`src/rtl/aes_subbytes_byte_sequencer.sv`:
```
// aes_subbytes_byte_sequencer
// Feeds a 128-bit AES state one byte per cycle through an external shared
// forward/inverse S-box and reassembles the substituted state.
//
// Ports:
//   clk, rst_n                 clock, synchronous active-low reset
//   in_valid/in_ready/in_data  state input handshake (byte k = in_data[127-8k -: 8])
//   in_inverse                 1 = inverse S-box, sampled with in_data
//   out_valid/out_ready        substituted state handshake
//   out_data                   substituted state, same byte mapping as in_data
//   busy                       high while a state is in flight or waiting for out_ready
//   sbox_i/sbox_inverse        byte and mode driven to the S-box
//   sbox_o                     S-box result, SBOX_LAT cycles after sbox_i
//
// Build option: define SUBBYTES_IDLE_ZERO_EN to drive 8'h00 on sbox_i in
// every cycle where no byte is issued, so secret bytes are not left parked
// on the S-box input.
module aes_subbytes_byte_sequencer #(
    parameter int unsigned SBOX_LAT = 0
) (
    input  logic         clk,
    input  logic         rst_n,
    input  logic         in_valid,
    output logic         in_ready,
    input  logic [127:0] in_data,
    input  logic         in_inverse,
    output logic         out_valid,
    input  logic         out_ready,
    output logic [127:0] out_data,
    output logic         busy,
    output logic [7:0]   sbox_i,
    output logic         sbox_inverse,
    input  logic [7:0]   sbox_o
);

    localparam int unsigned TOK_W = SBOX_LAT + 1;

    typedef enum logic [1:0] {
        IDLE = 2'd0,
        RUN  = 2'd1,
        DONE = 2'd2
    } state_t;

    state_t             state;
    state_t             state_next;
    logic [127:0]       lat_data;
    logic [3:0]         issue_cnt;
    logic               issue_done;
    logic [3:0]         collect_cnt;
    // tok[0] marks a valid byte on sbox_i; tok[TOK_W-1] marks a valid sbox_o
    logic [TOK_W-1:0]   tok;

    logic               accept_c;
    logic               issue_c;
    logic               collect_c;
    logic [7:0]         issue_byte_c;
    logic [7:0]         sbox_i_next_c;

    // Next-state and per-cycle control
    always_comb begin
        state_next = state;
        accept_c   = 1'b0;
        issue_c    = 1'b0;
        collect_c  = 1'b0;
        case (state)
            IDLE: begin
                if (in_valid && in_ready) begin
                    accept_c   = 1'b1;
                    state_next = RUN;
                end
            end
            RUN: begin
                issue_c   = !issue_done;
                collect_c = tok[TOK_W-1];
                if (collect_c && (collect_cnt == 4'd15)) begin
                    state_next = DONE;
                end
            end
            DONE: begin
                if (out_valid && out_ready) begin
                    state_next = IDLE;
                end
            end
            default: state_next = IDLE;
        endcase
    end

    // Byte k lives at bit offset 8*(15-k); ~cnt equals 15-cnt for 4 bits
    always_comb begin
        issue_byte_c = lat_data[{~issue_cnt, 3'b000} +: 8];
    end

`ifdef SUBBYTES_IDLE_ZERO_EN
    always_comb begin
        sbox_i_next_c = issue_c ? issue_byte_c : 8'h00;
    end
`else
    always_comb begin
        sbox_i_next_c = issue_c ? issue_byte_c : sbox_i;
    end
`endif

    // State, counters, token pipe and registered outputs
    always_ff @(posedge clk) begin
        if (!rst_n) begin
            state        <= IDLE;
            in_ready     <= 1'b0;
            busy         <= 1'b0;
            out_valid    <= 1'b0;
            out_data     <= '0;
            sbox_i       <= '0;
            sbox_inverse <= 1'b0;
            lat_data     <= '0;
            issue_cnt    <= '0;
            issue_done   <= 1'b0;
            collect_cnt  <= '0;
            tok          <= '0;
        end else begin
            state     <= state_next;
            in_ready  <= (state_next == IDLE);
            busy      <= (state_next != IDLE);
            out_valid <= (state_next == DONE);
            sbox_i    <= sbox_i_next_c;
            tok       <= (tok << 1) | TOK_W'(issue_c);

            if (accept_c) begin
                lat_data     <= in_data;
                sbox_inverse <= in_inverse;
                issue_cnt    <= '0;
                issue_done   <= 1'b0;
                collect_cnt  <= '0;
            end

            // Counter parks at 15 with done set; no wrap-around
            if (issue_c) begin
                if (issue_cnt == 4'd15) begin
                    issue_done <= 1'b1;
                end else begin
                    issue_cnt <= issue_cnt + 4'd1;
                end
            end

            if (collect_c) begin
                out_data[{~collect_cnt, 3'b000} +: 8] <= sbox_o;
                if (collect_cnt != 4'd15) begin
                    collect_cnt <= collect_cnt + 4'd1;
                end
            end
        end
    end

endmodule

```
`config.mk`:
```
export PLATFORM = sky130hd
export DESIGN_NAME = aes_subbytes_byte_sequencer
export DESIGN_NICKNAME = d
export VERILOG_FILES = /design/src/rtl/aes_subbytes_byte_sequencer.sv
export SDC_FILE = /design/constraint.sdc
export NUM_CORES = 1
export LEC_CHECK = 0
export ABC_AREA = 0
export ABC_CLOCK_PERIOD_IN_PS = 2000
export CORE_MARGIN = 2
export CORE_UTILIZATION = 40
export DETAILED_ROUTE_END_ITERATION = 10
export PLACE_DENSITY = 0.69
export SYNTH_ARGS = -nofsm -noshare
export SYNTH_HDL_FRONTEND = slang
export SYNTH_SLANG_ARGS = --single-unit
```
`constraint.sdc`:
```
create_clock -name clk -period 2 [get_ports clk]
set_input_delay 0.4 -clock clk [delete_from_list [all_inputs] [get_ports clk]]
set_output_delay 0.4 -clock clk [all_outputs]
set_load 0.005 [all_outputs]
```
==> impl_metrics.py, run 1 <==
metrics = {
    "clocking": {
        "cts_buffers": 30,
        "cts_tree": "built",
        "clkTransAtPathRegs_ns": 0.06,
        "hold_buffers": 0,
        "clkLatencyLatePin_ns": 0.56,
        "clock_sink_count": 280,
        "clock_path_buffers": 3,
        "root_buffer": "clkbuf_16",
        "htreeDepth": 1,
    },
    "critical_path": {
        "start_kind": "register",
        "critPathLaunch": "in_ready",
        "reg2reg_from": "collect_cnt[1]",
        "path_delay_family": "buffers and inverters",
        "r2r_slack_ns": 0.17,
        "crit_slowest_cell": "clkdlybuf4s50_1",
        "crit_path_max_fanout": 3,
        "setup.worst_path.class": "register to output pin",
        "worstPathCellList": "clkdlybuf4s50_1",
        "slowest_delay_ns": 0.57,
        "cp.required_ns": 1.60,
        "reg2regPathDepth": 6,
        "end_kind": "output pin",
        "reg2reg_to": "out_data[0]",
        "cp_num_buf_inv": 1,
        "critPathArrivalTime_ns": 1.52,
    },
    "run_status": {
        "outcome": "complete, no violations",
    },
    "synth": {
        "synth_compound_area_frac": 0.102,
        "synthAdderAreaFrac": 0.00433,
        "synth_top_area_frac": 0.485,
        "synth.mux.area_fraction": 0.166,
        "ys_top_cells_by_area": "dfxtp_1 48%, nand2_1 13%, mux2i_1 10%, a21oi_1 7.1%, mux4_2 6.2%",
        "syn-cell-area_um2": 11600,
        "post-synth-top-area-cell": "dfxtp_1",
        "synth_edf_count": 0,
        "syn_nets": 1414,
        "yosys.cell_types.count": 53,
        "syn_inst": 1269,
        "synthArstFlopShare": 0,
        "synth_ff_type": "dfxtp_1",
        "synth-xor-area-share": 0.00519,
        "synth_top_family_by_area": "simple AND/OR/NAND/NOR gates",
        "synth-seq-area-share": 0.485,
        "syn_avg_cell_area_um2": 9.11,
        "synth-seq-cells": 280,
        "yosys_warnings": 0,
        "synth-simple-area-share": 0.193,
    },
    "min_path": {
        "worstHoldStart": "rst_n",
        "hold_depth": 3,
        "min_to": "in_ready",
        "hold_path_class": "input pin to register",
    },
    "global_route": {
        "grt_pass1_vias": 9806,
        "grt_max_degree": 90,
        "grt_pass1_wl_um": 52900,
        "track_usage": 0.216,
        "overflow": 0,
        "antenna_found_initial": 1,
    },
    "cells_and_area": {
        "finalNonFillerCells": 1947,
        "final_cell_mix": "390 x nand2_1, 279 x clkdlybuf4s50_1, 276 x dfxtp_1",
        "fill_cells": 2578,
        "drive_gt1_frac": 0.117,
        "syn2layout_area_growth_pct": 39.1,
        "nNetsFinal": 1683,
        "layout_commonest_cell": "nand2_1",
    },
    "placement": {
        "gp_congestion": 0.833,
        "place_hpwl_um": 24400,
        "io_buffers": 280,
        "dp_cells": 1890,
    },
    "pwr": {
        "power_density_nw_per_um2": 783,
        "cellLeakagePower_nw": 5.74,
        "power_mw": 12.6,
        "ir_worst_vdd_mv": 0.537,
    },
    "sta": {
        "maxSlewHeadroom": 0.606,
        "setup_viol": 0,
        "fin_skew_ns": 0.0170,
        "report.final.hold_viol_count": 0,
        "tightest_slew_ns": 0.591,
        "slew_viol_final": 0,
        "min_period_ns": 1.92,
        "clock.fmax_mhz": 522,
        "rsz0062_at_grt": "no",
        "min_period_over_period": 0.958,
    },
    "floorplan": {
        "chipWidth_um": 174,
        "start_util": 0.405,
        "fp.dieH_um": 174,
        "die_area_um2": 30300,
        "boundaryPins": 281,
        "core_um2": 28500,
        "num_rows": 62,
    },
    "detailed_routing": {
        "dr.pass1.iters": 5,
        "num_vias": 10000,
        "detail_route.vias_per_cell": 5.15,
        "wl_per_cell_um": 17.3,
        "drt_iter0_markers": 634,
        "detail-route-antenna-nets": 0,
        "wl_um": 33700,
        "drc": 0,
    },
    "flow_run": {
        "maxCapViolCount": 0,
    },
}
where the power goes:
| part | leakage [nW] | internal (mW) | switching, mW |
|---|---|---|---|
| Combinational | 2.96 | 0.523 | 0.519 |
| Clock | 0.511 | 3.40 | 2.34 |
| Sequential | 2.27 | 5.73 | 0.0855 |
repair_timing:
| action | 4_1_cts | 5_1_grt |
|---|---|---|
| buffers inserted | 0 | 0 |
| resized for setup | 3 | 7 |
| endpoints found under the setup margin | 14 | 45 |
| cloned | 0 | 0 |
| pin swaps | 0 | 0 |
cell usage after synthesis (all sizes together) (2+ instances only):
cell type,number
nand2,390
dfxtp,280
a21oi,165
mux2i,120
clkbuf,60
buf,45
nand3,36
mux4,32
o21ai,32
nand4,22
nor2,20
and3,6
o221ai,6
and2,5
nand2b,5
ha,4
inv,4
and3b,3
nor2b,3
o21a,3
a21boi,2
a21o,2
a221oi,2
and4,2
nor3,2
nor3b,2
o21bai,2
or2,2
xor2,2
per-layer routing:
| layer | GRT usage | part of all wire |
|---|---|---|
| met5 | 0 | 0 |
| met4 | 0.0511 | 0.022 |
| met3 | 0.0398 | 0.066 |
| met2 | 0.373 | 0.48 |
| met1 | 0.280 | 0.43 |
worst max path at each step:
stage                                to  slack [ns]  depth (start not counted)
after detailed placement  out_data[126]      -0.004                          5
after global routing       out_data[89]        0.04                          5
after CTS                   out_data[0]        0.03                          7
after global placement     lat_data[60]        0.06                          7
final                          in_ready        0.08                          1
after floorplan             out_data[0]        0.02                          7
logic make-up after synthesis:
group | Yosys count
AND/OR/NAND/NOR | 503
flip-flops | 280
AO/OA/AOI/OAI | 218
multiplexers | 152
buffers and inverters | 109
adder cells (fa/ha/maj) | 4
XOR/XNOR | 3
per-stage QoR:
step / hold slack (ns) / cell area [um2] / util / setup slack [ns] / setup TNS [ns]
after CTS: 0.172 / 16100 / 0.563 / 0.0274 / 0
after detailed placement: 0.446 / 15000 / 0.526 / -0.00374 / -0.00374
after floorplan: 0.433 / 11600 / - / 0.0152 / 0
final: 0.193 / 16100 / 0.563 / 0.0838 / 0
after global routing: 0.193 / 16100 / 0.563 / 0.0371 / 0
after global placement: 0.439 / 15000 / 0.526 / 0.0593 / 0
flip-flops by register name, indices dropped and copies added, names as in the netlist:
name	flops
state	2
sbox_i	8
sbox_inverse	1
busy	1
lat_data	128
out_data	128
issue_cnt	4
in_ready	1
tok	1
out_valid	1
collect_cnt	4
issue_done	1
final cells by class:
cell class	count	area [um2]	area share
multi-input combinational	880	5480	0.341
inverter	4	20.0	0.00124
clock inverter	18	184	0.0114
sequential	280	5610	0.349
clock buffer	38	852	0.0530
tap	384	480	0.0299
timing repair buffer	342	3450	0.215
antenna	1	2.50	0.000156
Note: power is estimated with default switching activity, not from simulation.
==> run 2, diff against run 1 <==
--- a/config.mk
+++ b/config.mk
@@ -10,7 +10,8 @@
 export CORE_MARGIN = 2
 export CORE_UTILIZATION = 40
 export DETAILED_ROUTE_END_ITERATION = 10
-export PLACE_DENSITY = 0.69
+export PLACE_DENSITY = 0.77
 export SYNTH_ARGS = -nofsm -noshare
 export SYNTH_HDL_FRONTEND = slang
 export SYNTH_SLANG_ARGS = --single-unit
+export TNS_END_PERCENT = 30
==> impl_metrics.py, run 2 (synthesis results as in run 1) <==
metrics = {
    "clocking": {
        "clock_path_buffers": 3,
        "hold_buffers": 0,
        "clkLatencyLatePin_ns": 0.54,
        "cts_tree": "built",
        "cts_resized": 0,
        "cts_setup_buffers": 0,
        "clkTransAtPathRegs_ns": 0.06,
        "cts_buffers": 29,
        "htreeDepth": 1,
        "clock_sink_count": 280,
        "root_buffer": "clkbuf_16",
    },
    "placement": {
        "io_buffers": 280,
        "dp_slack_ns": 0.0295,
        "dpl_cell_area_um2": 14900,
        "gp_congestion": 0.849,
        "place_hpwl_um": 24300,
    },
    "pwr": {
        "ir_worst_vdd_mv": 0.567,
        "cellLeakagePower_nw": 5.67,
        "power_density_nw_per_um2": 782,
    },
    "sta": {
        "clock.fmax_mhz": 523,
        "min_period_over_period": 0.957,
        "min_period_ns": 1.91,
        "finalSetupTns_ns": 0,
        "rsz0062_at_grt": "no",
        "maxSlewHeadroom": 0.580,
        "setup_viol": 0,
        "fin_skew_ns": 0.00810,
        "slew_viol_final": 0,
        "tightest_slew_ns": 0.629,
        "report.final.hold_viol_count": 0,
        "setup_slack_ns": 0.0862,
    },
    "global_route": {
        "overflow": 0,
        "use_met1": 0.286,
        "antenna_found_initial": 0,
        "grt_pass1_wl_um": 53200,
        "grt_max_degree": 107,
        "met2_usage": 0.368,
        "grtUsageMet3": 0.0332,
        "top_usage_layer": "met2",
        "track_usage": 0.217,
        "grt_pass1_vias": 9717,
    },
    "cells_and_area": {
        "nNetsFinal": 1674,
        "diodes": 0,
        "reg_top3": "lat_data: 128 flops, out_data: 128 flops, sbox_i: 8 flops",
        "drive_gt1_frac": 0.107,
        "fill_cells": 2545,
        "design_area_um2": 16000,
        "regArea_um2": 5610,
        "multiInputGateArea_um2": 5480,
        "layout_commonest_cell": "nand2_1",
        "final_cell_mix": "390 x nand2_1, 279 x clkdlybuf4s50_1, 278 x dfxtp_1",
        "syn2layout_area_growth_pct": 38.0,
    },
    "critical_path": {
        "cp-endpoint": "out_data[5]",
        "critPathArrivalTime_ns": 2.34,
        "reg2reg_from": "collect_cnt[0]",
        "end_kind": "register",
        "critPathLaunch": "collect_cnt[0]",
        "reg2reg_to": "out_data[5]",
        "start_kind": "register",
        "r2r_slack_ns": 0.09,
        "setup.worst_path.class": "register to register",
        "crit_path_max_fanout": 8,
        "reg2regPathDepth": 7,
        "cp.required_ns": 2.43,
    },
    "detailed_routing": {
        "dr.pass1.iters": 5,
        "wl_per_cell_um": 17.5,
        "num_vias": 10100,
        "detail_route.vias_per_cell": 5.24,
        "drt_iter0_markers": 680,
        "drc": 0,
        "detail-route-antenna-nets": 0,
        "wl_um": 33800,
    },
    "flow_run": {
        "maxCapViolCount": 0,
    },
    "floorplan": {
        "num_rows": 62,
        "boundaryPins": 281,
        "fp.dieH_um": 174,
        "chipWidth_um": 174,
        "core_um2": 28500,
        "die_area_um2": 30300,
        "start_util": 0.405,
    },
    "run_status": {
        "outcome": "complete, no violations",
    },
    "min_path": {
        "hold_path_class": "input pin to register",
    },
}
==> run 2: cell count changes in the layout (fill, tap and decap cells not counted), sizes merged <==
cell,delta
buf,-8
clkbuf,+5
clkinv,-7
clkinvlp,-1
diode,-1
==> run 2: layout make-up <==
type / count / area share
clock buffer: 43 / 0.0551
clock inverter: 10 / 0.00839
inverter: 4 / 0.00125
multi-input combinational: 880 / 0.343
sequential: 280 / 0.352
tap: 384 / 0.0301
timing repair buffer: 334 / 0.210
==> run 2: worst min-delay path by stage <==
stage	from	end	slack (ns)	depth (start not counted)
2_1_floorplan	lat_data[17]	lat_data[17]	0.43	2
3_3_place_gp	lat_data[113]	lat_data[113]	0.44	2
3_5_place_dp	lat_data[95]	lat_data[95]	0.44	2
4_1_cts	rst_n	out_data[107]	0.19	3
5_1_grt	rst_n	out_data[107]	0.20	3
6_report	rst_n	out_data[107]	0.21	3
==> run 2: layer usage <==
| layer | wire, um | vias to the layer above | share of wire |
|---|---|---|---|
| met1 | 14300 | 4828 | 0.42 |
| met4 | 1050 | 0 | 0.031 |
| met2 | 16200 | 410 | 0.48 |
| met3 | 2220 | 65 | 0.066 |
| met5 | 0 | - | 0 |
| li1 | - | 4840 | - |
==> run 2: critical path: stages, from the launching register on <==
cell     delay (ns)
dfxtp_1        0.38
inv_1          0.08
ha_1           0.37
and2b_1        0.29
and4_1         0.28
buf_12         0.15
mux2i_1        0.20
nor2_1         0.05
==> run 2: through the flow <==
stage,hold WS (ns),util,power [mW],instances
4_1_cts,0.185,0.558,12.6,1935
6_report,0.215,0.559,12.5,1935
2_1_floorplan,0.433,-,6.40,1269
5_1_grt,0.204,0.559,12.9,1935
3_5_place_dp,0.444,0.523,6.95,1882
3_3_place_gp,0.439,0.523,6.93,1882
==> run 2: report_power, final <==
part	total [mW]	internal, mW	switching, mW
clock	5.64	3.41	2.23
sequential	5.81	5.73	0.0877
combinational	1.02	0.502	0.519
total	12.5	9.64	2.83
